<file path="config.mk">
export PLATFORM = sky130hd
export DESIGN_NAME = poly_voice_alloc
export DESIGN_NICKNAME = d
export VERILOG_FILES = /design/src/rtl/poly_pkg.sv /design/src/rtl/poly_voice_select.sv /design/src/rtl/poly_voice_alloc.sv
export SDC_FILE = /design/constraint.sdc
export NUM_CORES = 1
export LEC_CHECK = 0
export CAP_MARGIN = 20
export CORE_MARGIN = 2
export CORE_UTILIZATION = 50
export DETAILED_ROUTE_END_ITERATION = 8
export HOLD_SLACK_MARGIN = 0.1
export PLACE_DENSITY = 0.7
export SLEW_MARGIN = 30
export SYNTH_ARGS = -nofsm -noshare
export SYNTH_HDL_FRONTEND = slang
export SYNTH_SLANG_ARGS = --single-unit
export TNS_END_PERCENT = 30
</file>
<file path="constraint.sdc">
create_clock -name clk -period 10.53 [get_ports clk]
set_clock_uncertainty 0.2 [all_clocks]
set_input_delay 1.053 -clock clk [delete_from_list [all_inputs] [get_ports clk]]
set_output_delay 1.053 -clock clk [all_outputs]
set_load 0.005 [all_outputs]
</file>
<file path="src/rtl/poly_pkg.sv">
// Shared definitions for the polyphonic voice allocator: MIDI field
// layout, message classification and the allocator FSM state encoding.
package poly_pkg;

    localparam int NUM_VOICES_DEF = 8;

    localparam logic [3:0] MIDI_NOTE_ON  = 4'h9;
    localparam logic [3:0] MIDI_NOTE_OFF = 4'h8;

    // 24-bit message layout: [23:16] status, [15:8] note, [7:0] velocity
    localparam int STATUS_MSB = 23;
    localparam int STATUS_LSB = 16;
    localparam int NOTE_MSB   = 15;
    localparam int NOTE_LSB   = 8;
    localparam int VEL_MSB    = 7;
    localparam int VEL_LSB    = 0;

    typedef enum logic [1:0] {
        S_IDLE      = 2'd0,
        S_DECIDE    = 2'd1,
        S_STEAL_OFF = 2'd2,
        S_ISSUE     = 2'd3
    } alloc_state_e;

    typedef enum logic [1:0] {
        K_NOTE_ON  = 2'd0,
        K_NOTE_OFF = 2'd1,
        K_BCAST    = 2'd2
    } msg_kind_e;

    function automatic logic [7:0] msg_status(input logic [23:0] m);
        return m[STATUS_MSB:STATUS_LSB];
    endfunction

    function automatic logic [7:0] msg_note(input logic [23:0] m);
        return m[NOTE_MSB:NOTE_LSB];
    endfunction

    function automatic logic [7:0] msg_vel(input logic [23:0] m);
        return m[VEL_MSB:VEL_LSB];
    endfunction

    // A note-on with velocity 0 is a note-off by MIDI running-status habit
    function automatic msg_kind_e classify(input logic [23:0] m);
        logic [7:0] st;
        st = msg_status(m);
        if (st[7:4] == MIDI_NOTE_ON && msg_vel(m) != 8'h00) return K_NOTE_ON;
        if (st[7:4] == MIDI_NOTE_OFF || st[7:4] == MIDI_NOTE_ON) return K_NOTE_OFF;
        return K_BCAST;
    endfunction

endpackage

</file>
<file path="src/rtl/poly_voice_select.sv">
// Combinational voice picker. For note-on: retrigger, then lowest free,
// then oldest releasing, then oldest active (steal). For note-off: the
// lowest-index active voice holding the note.
module poly_voice_select
    import poly_pkg::*;
#(
    parameter int NUM_VOICES = NUM_VOICES_DEF,
    parameter int IDX_W      = $clog2(NUM_VOICES)
) (
    input  logic [NUM_VOICES-1:0] active,
    input  logic [7:0]            notes [NUM_VOICES],
    input  logic [IDX_W-1:0]      ranks [NUM_VOICES],
    input  logic [NUM_VOICES-1:0] voice_busy,
    input  logic [7:0]            req_note,
    input  logic                  req_on,
    output logic [IDX_W-1:0]      target,
    output logic                  found,
    output logic                  steal
);

    logic             hit_re, hit_free, hit_rel, hit_act;
    logic [IDX_W-1:0] idx_re, idx_free, idx_rel, idx_act;
    logic [IDX_W-1:0] rank_rel, rank_act;

    // Scan all voices for each candidate class independently
    always_comb begin
        hit_re   = 1'b0;
        hit_free = 1'b0;
        hit_rel  = 1'b0;
        hit_act  = 1'b0;
        idx_re   = '0;
        idx_free = '0;
        idx_rel  = '0;
        idx_act  = '0;
        rank_rel = '0;
        rank_act = '0;
        // Descending scan so the lowest index is the last one written
        for (int i = NUM_VOICES - 1; i >= 0; i--) begin
            if (active[i] && notes[i] == req_note) begin
                hit_re = 1'b1;
                idx_re = IDX_W'(i);
            end
            if (!active[i] && !voice_busy[i]) begin
                hit_free = 1'b1;
                idx_free = IDX_W'(i);
            end
        end
        // Ranks are a permutation, so the oldest candidate is unique
        for (int i = 0; i < NUM_VOICES; i++) begin
            if (!active[i] && voice_busy[i] && (!hit_rel || ranks[i] > rank_rel)) begin
                hit_rel  = 1'b1;
                idx_rel  = IDX_W'(i);
                rank_rel = ranks[i];
            end
            if (active[i] && (!hit_act || ranks[i] > rank_act)) begin
                hit_act  = 1'b1;
                idx_act  = IDX_W'(i);
                rank_act = ranks[i];
            end
        end
    end

    // Apply the priority order to the candidate classes
    always_comb begin
        target = '0;
        found  = 1'b0;
        steal  = 1'b0;
        if (hit_re) begin
            target = idx_re;
            found  = 1'b1;
        end else if (req_on && hit_free) begin
            target = idx_free;
            found  = 1'b1;
        end else if (req_on && hit_rel) begin
            target = idx_rel;
            found  = 1'b1;
        end else if (req_on && hit_act) begin
            target = idx_act;
            found  = 1'b1;
            steal  = 1'b1;
        end
    end

endmodule

</file>
<file path="src/rtl/poly_voice_alloc.sv">
// Central voice scheduler between the MIDI receiver and the voice bank.
// Handshake: midi_msg_rdy is a one-cycle strobe with no back-pressure; a
// strobe seen while alloc_busy is high is discarded and flagged on
// msg_drop the following cycle. voice_msg_rdy is a one-cycle strobe
// (one-hot, or all ones for broadcast) qualifying voice_msg; voices must
// accept it in that cycle.
module poly_voice_alloc
    import poly_pkg::*;
#(
    parameter int NUM_VOICES = NUM_VOICES_DEF,
    parameter int IDX_W      = $clog2(NUM_VOICES)
) (
    input  logic                  clk,
    input  logic                  rst_n,
    input  logic [23:0]           midi_msg,
    input  logic                  midi_msg_rdy,
    input  logic [NUM_VOICES-1:0] voice_busy,
    output logic [23:0]           voice_msg,
    output logic [NUM_VOICES-1:0] voice_msg_rdy,
    output logic [NUM_VOICES-1:0] note_on_led,
    output logic                  alloc_busy,
    output logic                  msg_drop,
    output alloc_state_e          state_dbg
);

    alloc_state_e          state;
    logic [23:0]           msg_q;
    msg_kind_e             kind_q;
    logic [IDX_W-1:0]      tgt_q;
    logic [NUM_VOICES-1:0] active;
    logic [7:0]            notes [NUM_VOICES];
    logic [IDX_W-1:0]      ranks [NUM_VOICES];

    logic [IDX_W-1:0]      sel_target;
    logic                  sel_found;
    logic                  sel_steal;
    logic [NUM_VOICES-1:0] sel_onehot;
    logic [NUM_VOICES-1:0] tgt_onehot;

    poly_voice_select #(
        .NUM_VOICES (NUM_VOICES),
        .IDX_W      (IDX_W)
    ) u_select (
        .active     (active),
        .notes      (notes),
        .ranks      (ranks),
        .voice_busy (voice_busy),
        .req_note   (msg_note(msg_q)),
        .req_on     (kind_q == K_NOTE_ON),
        .target     (sel_target),
        .found      (sel_found),
        .steal      (sel_steal)
    );

    assign sel_onehot  = {{(NUM_VOICES-1){1'b0}}, 1'b1} << sel_target;
    assign tgt_onehot  = {{(NUM_VOICES-1){1'b0}}, 1'b1} << tgt_q;
    assign note_on_led = active;
    assign state_dbg   = state;

    // Allocator FSM with registered outputs and per-voice bookkeeping
    always_ff @(posedge clk or negedge rst_n) begin
        if (!rst_n) begin
            state         <= S_IDLE;
            msg_q         <= '0;
            kind_q        <= K_NOTE_ON;
            tgt_q         <= '0;
            active        <= '0;
            voice_msg     <= '0;
            voice_msg_rdy <= '0;
            alloc_busy    <= 1'b0;
            msg_drop      <= 1'b0;
            for (int i = 0; i < NUM_VOICES; i++) begin
                notes[i] <= '0;
                ranks[i] <= IDX_W'(i);
            end
        end else begin
            msg_drop      <= midi_msg_rdy && (state != S_IDLE);
            voice_msg_rdy <= '0;
            case (state)
                S_IDLE: begin
                    if (midi_msg_rdy) begin
                        msg_q      <= midi_msg;
                        kind_q     <= classify(midi_msg);
                        alloc_busy <= 1'b1;
                        state      <= S_DECIDE;
                    end
                end
                S_DECIDE: begin
                    tgt_q <= sel_target;
                    if (kind_q == K_BCAST) begin
                        voice_msg     <= msg_q;
                        voice_msg_rdy <= '1;
                        state         <= S_ISSUE;
                    end else if (!sel_found) begin
                        // Note-off for a note nobody holds: nothing to send
                        alloc_busy <= 1'b0;
                        state      <= S_IDLE;
                    end else if (sel_steal) begin
                        voice_msg     <= {MIDI_NOTE_OFF, msg_q[19:16], notes[sel_target], 8'h00};
                        voice_msg_rdy <= sel_onehot;
                        state         <= S_STEAL_OFF;
                    end else begin
                        voice_msg     <= msg_q;
                        voice_msg_rdy <= sel_onehot;
                        state         <= S_ISSUE;
                    end
                end
                S_STEAL_OFF: begin
                    voice_msg     <= msg_q;
                    voice_msg_rdy <= tgt_onehot;
                    state         <= S_ISSUE;
                end
                S_ISSUE: begin
                    if (kind_q == K_NOTE_ON) begin
                        active[tgt_q] <= 1'b1;
                        notes[tgt_q]  <= msg_note(msg_q);
                        // Move-to-front: target becomes youngest, younger ones age
                        for (int i = 0; i < NUM_VOICES; i++) begin
                            if (IDX_W'(i) == tgt_q) begin
                                ranks[i] <= '0;
                            end else if (ranks[i] < ranks[tgt_q]) begin
                                ranks[i] <= ranks[i] + 1'b1;
                            end
                        end
                    end else if (kind_q == K_NOTE_OFF) begin
                        active[tgt_q] <= 1'b0;
                    end
                    alloc_busy <= 1'b0;
                    state      <= S_IDLE;
                end
                default: begin
                    alloc_busy <= 1'b0;
                    state      <= S_IDLE;
                end
            endcase
        end
    end

endmodule
</file>
Yosys cells after proc, flatten, opt, wreduce, memory -nomap -nowiden
Index checks and enable logic that the tools add are counted.
W data, S select, Z words.
{"block": "word_totals", "ff_bits": 161, "input_bits": 35, "out_inout_bits": 44, "elab_cells": 355}
{"block": "op_classes", "add_sub_neg": 8, "n_lt_le_gt_ge": 27, "n_eq_ne": 26, "n_shift": 2, "mux": 143, "n_bitwise": 5, "n_reduce_logical": 119}
{"operator": "$mux W3", "n": 60}
{"operator": "$mux W24", "n": 3}
{"operator": "$bwmux W64", "n": 1}
{"operator": "$eq A8 B8 Y1", "n": 8}
{"operator": "$mux W8", "n": 7}
{"operator": "$mux W1", "n": 53}
{"operator": "$pmux W24 S2", "n": 1}
{"operator": "$logic_and A1 B1 Y1", "n": 45}
{"operator": "$gt A3 B3 Y1", "n": 14}
{"operator": "$logic_not A1 Y1", "n": 30}
{"operator": "$add A3 B1 Y3 const B", "n": 8}
{"operator": "$bmux W8 S3", "n": 1}
{"operator": "$demux W8 S3", "n": 1}
{"operator": "$lt A3 B3 Y1", "n": 8}
{"operator": "$reduce_and A3 Y1", "n": 8}
{"operator": "$mux W2", "n": 11}
{"operator": "$reduce_bool A2 Y1", "n": 11}
{"operator": "$pmux W8 S2", "n": 1}
{"operator": "$shl A1 B3 Y8 const A", "n": 2}
{"operator": "$logic_or A1 B1 Y1", "n": 15}
{"operator": "$eq A3 B3 Y1 const A", "n": 4}
{"operator": "$bmux W3 S3", "n": 1}
{"operator": "$and A8 B8 Y8", "n": 1}
{"operator": "$eq A4 B4 Y1 const B", "n": 2}
{"operator": "other kinds (22)", "n": 34}

Longest topological paths before layout
{"block": "depth", "word_depth": 43, "ltp_mapped": 54, "mapped_depth_nobuf": 51}

Hierarchy
A second synthesis with hierarchy kept.
{"block": "unflattened", "cells_unflattened": 1144, "area_unflattened_um2": 11069.4}
{"module": "poly_voice_alloc", "n_inst": 1, "cells_each": 728, "area_per_inst_um2": 8099.0, "seq_area_each_um2": 4043.9}
{"module": "poly_voice_select", "n_inst": 1, "cells_each": 416, "area_per_inst_um2": 2970.3, "seq_area_each_um2": 0.0}

Worst setup path before layout
No wires, ideal clock.
{"block": "synth_path", "kind": "input to register", "start": "in voice_busy[0]", "end": "reg voice_msg[10]", "setup_time_ns": 0.129, "arrival_time_ns": 10.874, "t_required_ns": 10.201, "path_slack_ns": -0.673, "cell_stages": 51, "n_path_buf": 2, "cell_sequence": "nor2b_1 > clkbuf_1 > nand2_1 > ha_1 > a21oi_1 > o211ai_1 > nand3_1 > mux2i_1 > inv_1 > ha_1 > nor2b_1 > o21ai_0 > a32oi_1 > o21ai_0 > mux2i_1 > ha_1 > nor2b_1 > o21ai_0 > [... 15 more ...] > mux2i_1 > ha_1 > a21o_1 > a21oi_1 > nor2_1 > o21ai_0 > o21ai_0 > ha_1 > nor2b_1 > o21a_1 > o21ai_0 > nand2_1 > o21ai_2 > o21ai_4 > buf_2 > mux2_1 > a221oi_1 > a21oi_1"}
{"block": "synth_via", "elab_chain_cells": 42, "word_cells_on_any_way": 76, "cone_classes": "order compare: 7; eq/ne: 1; mux: 40; bitwise: 1; reduce/logical: 27"}
{"item": "start, declared", "line": "poly_voice_alloc.sv:17", "source": "input logic [NUM_VOICES-1:0] voice_busy,"}
{"item": "$logic_and A1 B1 Y1", "line": "poly_voice_select.sv:50", "source": "if (!active[i] && voice_busy[i] && (!hit_rel || ranks[i] > rank_rel)) begin"}
{"item": "$mux W3 / $mux W1 (equally long branches)", "line": "poly_voice_select.sv:50"}
{"item": "$gt A3 B3 Y1 / $logic_not A1 Y1 (equally long branches)", "line": "poly_voice_select.sv:50"}
{"item": "$logic_or A1 B1 Y1", "line": "poly_voice_select.sv:50"}
{"item": "$logic_and A1 B1 Y1", "line": "poly_voice_select.sv:50"}
{"item": "$mux W3 / $mux W1 (equally long branches)", "line": "poly_voice_select.sv:50"}
{"item": "$gt A3 B3 Y1 / $logic_not A1 Y1 (equally long branches)", "line": "poly_voice_select.sv:50"}
{"item": "$logic_or A1 B1 Y1", "line": "poly_voice_select.sv:50"}
{"item": "[... 25 more ...]"}
{"item": "$mux W3", "line": "poly_voice_select.sv:68", "source": "if (hit_re) begin"}
{"item": "$not A3 Y4 (not written as such)", "line": "poly_voice_alloc.sv:99", "source": "voice_msg <= {MIDI_NOTE_OFF, msg_q[19:16], notes[sel_target], 8'h00};"}
{"item": "$bmux W8 S3", "line": "poly_voice_alloc.sv:99"}
{"item": "$mux W8 (not written as such) (2 in series)", "line": "poly_voice_alloc.sv:99"}
{"item": "$mux W24", "line": "poly_voice_alloc.sv:98", "source": "end else if (sel_steal) begin"}
{"item": "$mux W24", "line": "poly_voice_alloc.sv:94", "source": "end else if (!sel_found) begin"}
{"item": "$mux W24", "line": "poly_voice_alloc.sv:90", "source": "if (kind_q == K_BCAST) begin"}
{"item": "$pmux W24 S2", "line": "poly_voice_alloc.sv:79", "source": "case (state)"}
{"item": "end signal, assigned", "line": "poly_voice_alloc.sv:91", "source": "voice_msg <= msg_q;"}
{"item": "end signal, assigned", "line": "poly_voice_alloc.sv:99"}
{"item": "end signal, assigned", "line": "poly_voice_alloc.sv:103", "source": "voice_msg <= msg_q;"}
{"item": "end, declared", "line": "poly_voice_alloc.sv:18", "source": "output logic [23:0] voice_msg,"}
Parallel ways exist; a longest one is shown, timed or not. The select of a mux whose other input is x is not followed.
A chain may end at the register's enable or synchronous reset.

==> reports/metrics.yaml <==
outcome:
  status: "completed"
worst_hold_path:
  hold_class: "reg -> reg"
  worstHoldStart: "voice_msg[19]$_DFFE_PN0P_"
logic_synthesis:
  yosysTopAreaCellShare_pct: 34.50
  async_flop_share_pct: 100.0
  synth.area.top_cells: "dfrtp_1 (35%), mux2_2 (8.6%), ha_1 (8.2%)"
  synth_top_cell_by_area: "dfrtp_1"
  yosys_register_bits: 161
  yosysUniqueCellTypes: 75
  yosys_warnings: 0
  netlist_instances: 1158
  syn_area_um2: 10810
  syn-num-nets: 1264
  ys_seq_area_share_pct: 37.42
  syn_area_per_cell_um2: 9.332
  synth_edf_count: 0
  synthFlopType: "dfrtp_1"
worst_setup_path:
  worstSetupStartpointType: "flop"
  worst_path_largest_cell_delay_ps: 480
  criticalPathCategory: "reg -> reg"
  cpMaxStageDelayCell: "dfrtp_2"
  required_ps: 10700
  end_kind: "flop"
  crit_path_max_fanout: 6
  arrival_ps: 10630
power_and_ir_drop:
  p_leak_uw: 0.006044
  vdd.ir_drop.worst_uv: 227.3
  power_density_nw_per_um2: 279.3
  total_power_uw: 3898
cts:
  htreeDepth: 4
  cts-root-buf: "clkbuf_16"
  cts_hold_buf: 0
  clock_path_buffers: 2
  cts_sinks: 161
  clk_pin_slew_worst_paths_ps: 70
  clk_latency_ps: 430
  cts_inserted_buffers: 17
  cts_tree: "built"
place:
  port_buffers: 78
  place_congestion: 0.9219
  place_hpwl_um: 22440
final_layout:
  seq_area_um2: 4045
  area_delta_synth_final_pct: 29.15
  final_cell_mix: "nand2_1 (204), dfrtp_1 (148), buf_4 (95)"
  final_common_cell: "nand2_1"
  finalNetCount: 1412
  fillers: 1624
  antenna_cells: 0
  drive_above_1_share_pct: 28.05
  multiInputGateArea_um2: 7053
  final_util_pct: 66.19
timing:
  setup_violations: 0
  max_slew_margin_pct: 35.88
  fmax_mhz: 95.56
  tightest_slew_ps: 961.8
  finalHoldViolCount: 0
  slew_viol_final: 0
  rsz0062_at_grt: "true"
  fin_crit_sh_pct: 99.38
  layout_min_cycle_time_ps: 10470
global_routing:
  grt_pass1_wl_um: 49330
  antenna_found_initial: 0
  grt.overflow.total: 0
  track_usage_pct: 28.13
  grt_max_degree: 86
  grt_pass1_vias: 9326
die:
  start_util_pct: 51.25
  ios: 79
  fp.dieW_um: 151.0
  core_area_um2: 21090
  std_cell_rows: 53
  die_h_um: 151.0
  die_area_um2: 22810
route:
  drc: 0
  route.vias.total: 9528
  avgRoutedWirePerCell_um: 20.44
  ant_nets: 0
  route.detailed.vias_per_inst: 5.977
  dr.pass1.iters: 7
  drt_iter0_markers: 711
  wl_um: 32570
run:
  maxCapViolCount: 0
## synth_stat cells, drive strengths merged (8+ instances only)
| master | instances |
|---|---|
| o21a | 12 |
| o21ai | 61 |
| buf | 20 |
| nor3 | 15 |
| nand4 | 18 |
| o211ai | 14 |
| mux2 | 89 |
| dfrtp | 149 |
| clkbuf | 39 |
| nor2b | 17 |
| inv | 39 |
| a21oi | 43 |
| o31ai | 11 |
| nand3 | 39 |
| dfstp | 12 |
| mux2i | 21 |
| nor2 | 61 |
| nand2b | 8 |
| nand2 | 213 |
| ha | 71 |
| a211oi | 9 |
| xnor2 | 69 |
| a21boi | 9 |
| a31oi | 10 |
## critical path: cells and delay by family, from the launching register on
family / cells / cell delay (ps)
AND/OR/NAND/NOR: 13 / 1780
AO/OA/AOI/OAI: 23 / 4190
adder cells (fa/ha/maj): 7 / 1810
multiplexers: 4 / 1170
flip-flops: 1 / 480
buffers and inverters: 6 / 730
## report_power, final
group / internal, µW / switching, µW / total (µW)
clock network: 405 / 275 / 680
registers: 858 / 388 / 1250
logic: 1010 / 960 / 1970
## routing by layer
metal / vias up / global-route usage (%) / share of wire (%) / wire length (µm)
met5: - / 0 / 0 / 0
met4: 0 / 11.73 / 3.7 / 1201
met3: 89 / 4.819 / 6.1 / 1973
met2: 348 / 46.09 / 48 / 15700
met1: 4690 / 37.02 / 42 / 13700
li1: 4401 / - / - / -
## logic make-up (layout without fill, tap and decap cells)
group           count (synthesis)  after routing  synth area share [%]
flops                         161            161                 37.42
simple gates                  416            416                 17.80
xor+xnor                       72             72                 5.835
mux                           116            116                 12.54
compound gates                224            224                 14.24
buf+inv                        98            259                 3.948
fa+ha+maj                      71             71                 8.220
## path summary, 6_finish.rpt
check	end	slack, ps	depth (start not counted)
max	voice_msg[13]$_DFFE_PN0P_	60	53
min	voice_msg[19]$_DFFE_PN0P_	270	2
max reg2reg	voice_msg[13]$_DFFE_PN0P_	60	53
min reg2reg	voice_msg[19]$_DFFE_PN0P_	270	2
max in group asynchronous	ranks[6]$_DFFE_PN1P_	8380	3
min in group asynchronous	ranks[3]$_DFFE_PN0P_	470	1
## state kept, by name, indices dropped and copies added (netlist names), named ones only
register,cells
alloc_busy,1
tgt_q,3
ranks,24
state_dbg,1
voice_msg,24
kind_q,2
msg_drop,1
voice_msg_rdy,8
notes,64
msg_q,24
## repair_timing
| item | CTS | global route |
|---|---|---|
| cloned | 1 | 0 |
| resized for setup | 36 | 116 |
| pin swaps | 23 | 76 |
| endpoints found under the setup margin | 19 | 19 |
| setup buffers | 11 | 26 |
| hold endpoints to repair | 0 | 0 |
## through the flow
stage	cells	hold WS (ps)	cell area [µm²]	setup WS [ps]	TNS, ps
3_5_place_dp	1524	255.9	12270	-1055	-16350
4_1_cts	1568	271.4	13180	7.804	0
2_1_floorplan	1158	240.2	10830	57.72	0
5_1_grt	1594	303.0	13960	-341.6	-3831
3_3_place_gp	1523	250.9	12240	-651.5	-9098
6_report	1594	268.0	13960	64.95	0
## layout make-up
type | instances | area share [%]
Multi-Input combinational cell | 899 | 50.53
Inverter | 39 | 1.049
Sequential cell | 161 | 28.98
Tap cell | 275 | 2.465
Clock inverter | 15 | 1.569
Clock buffer | 17 | 3.048
Timing Repair Buffer | 188 | 12.35
No activity file was read; power rests on OpenSTA's default activity.
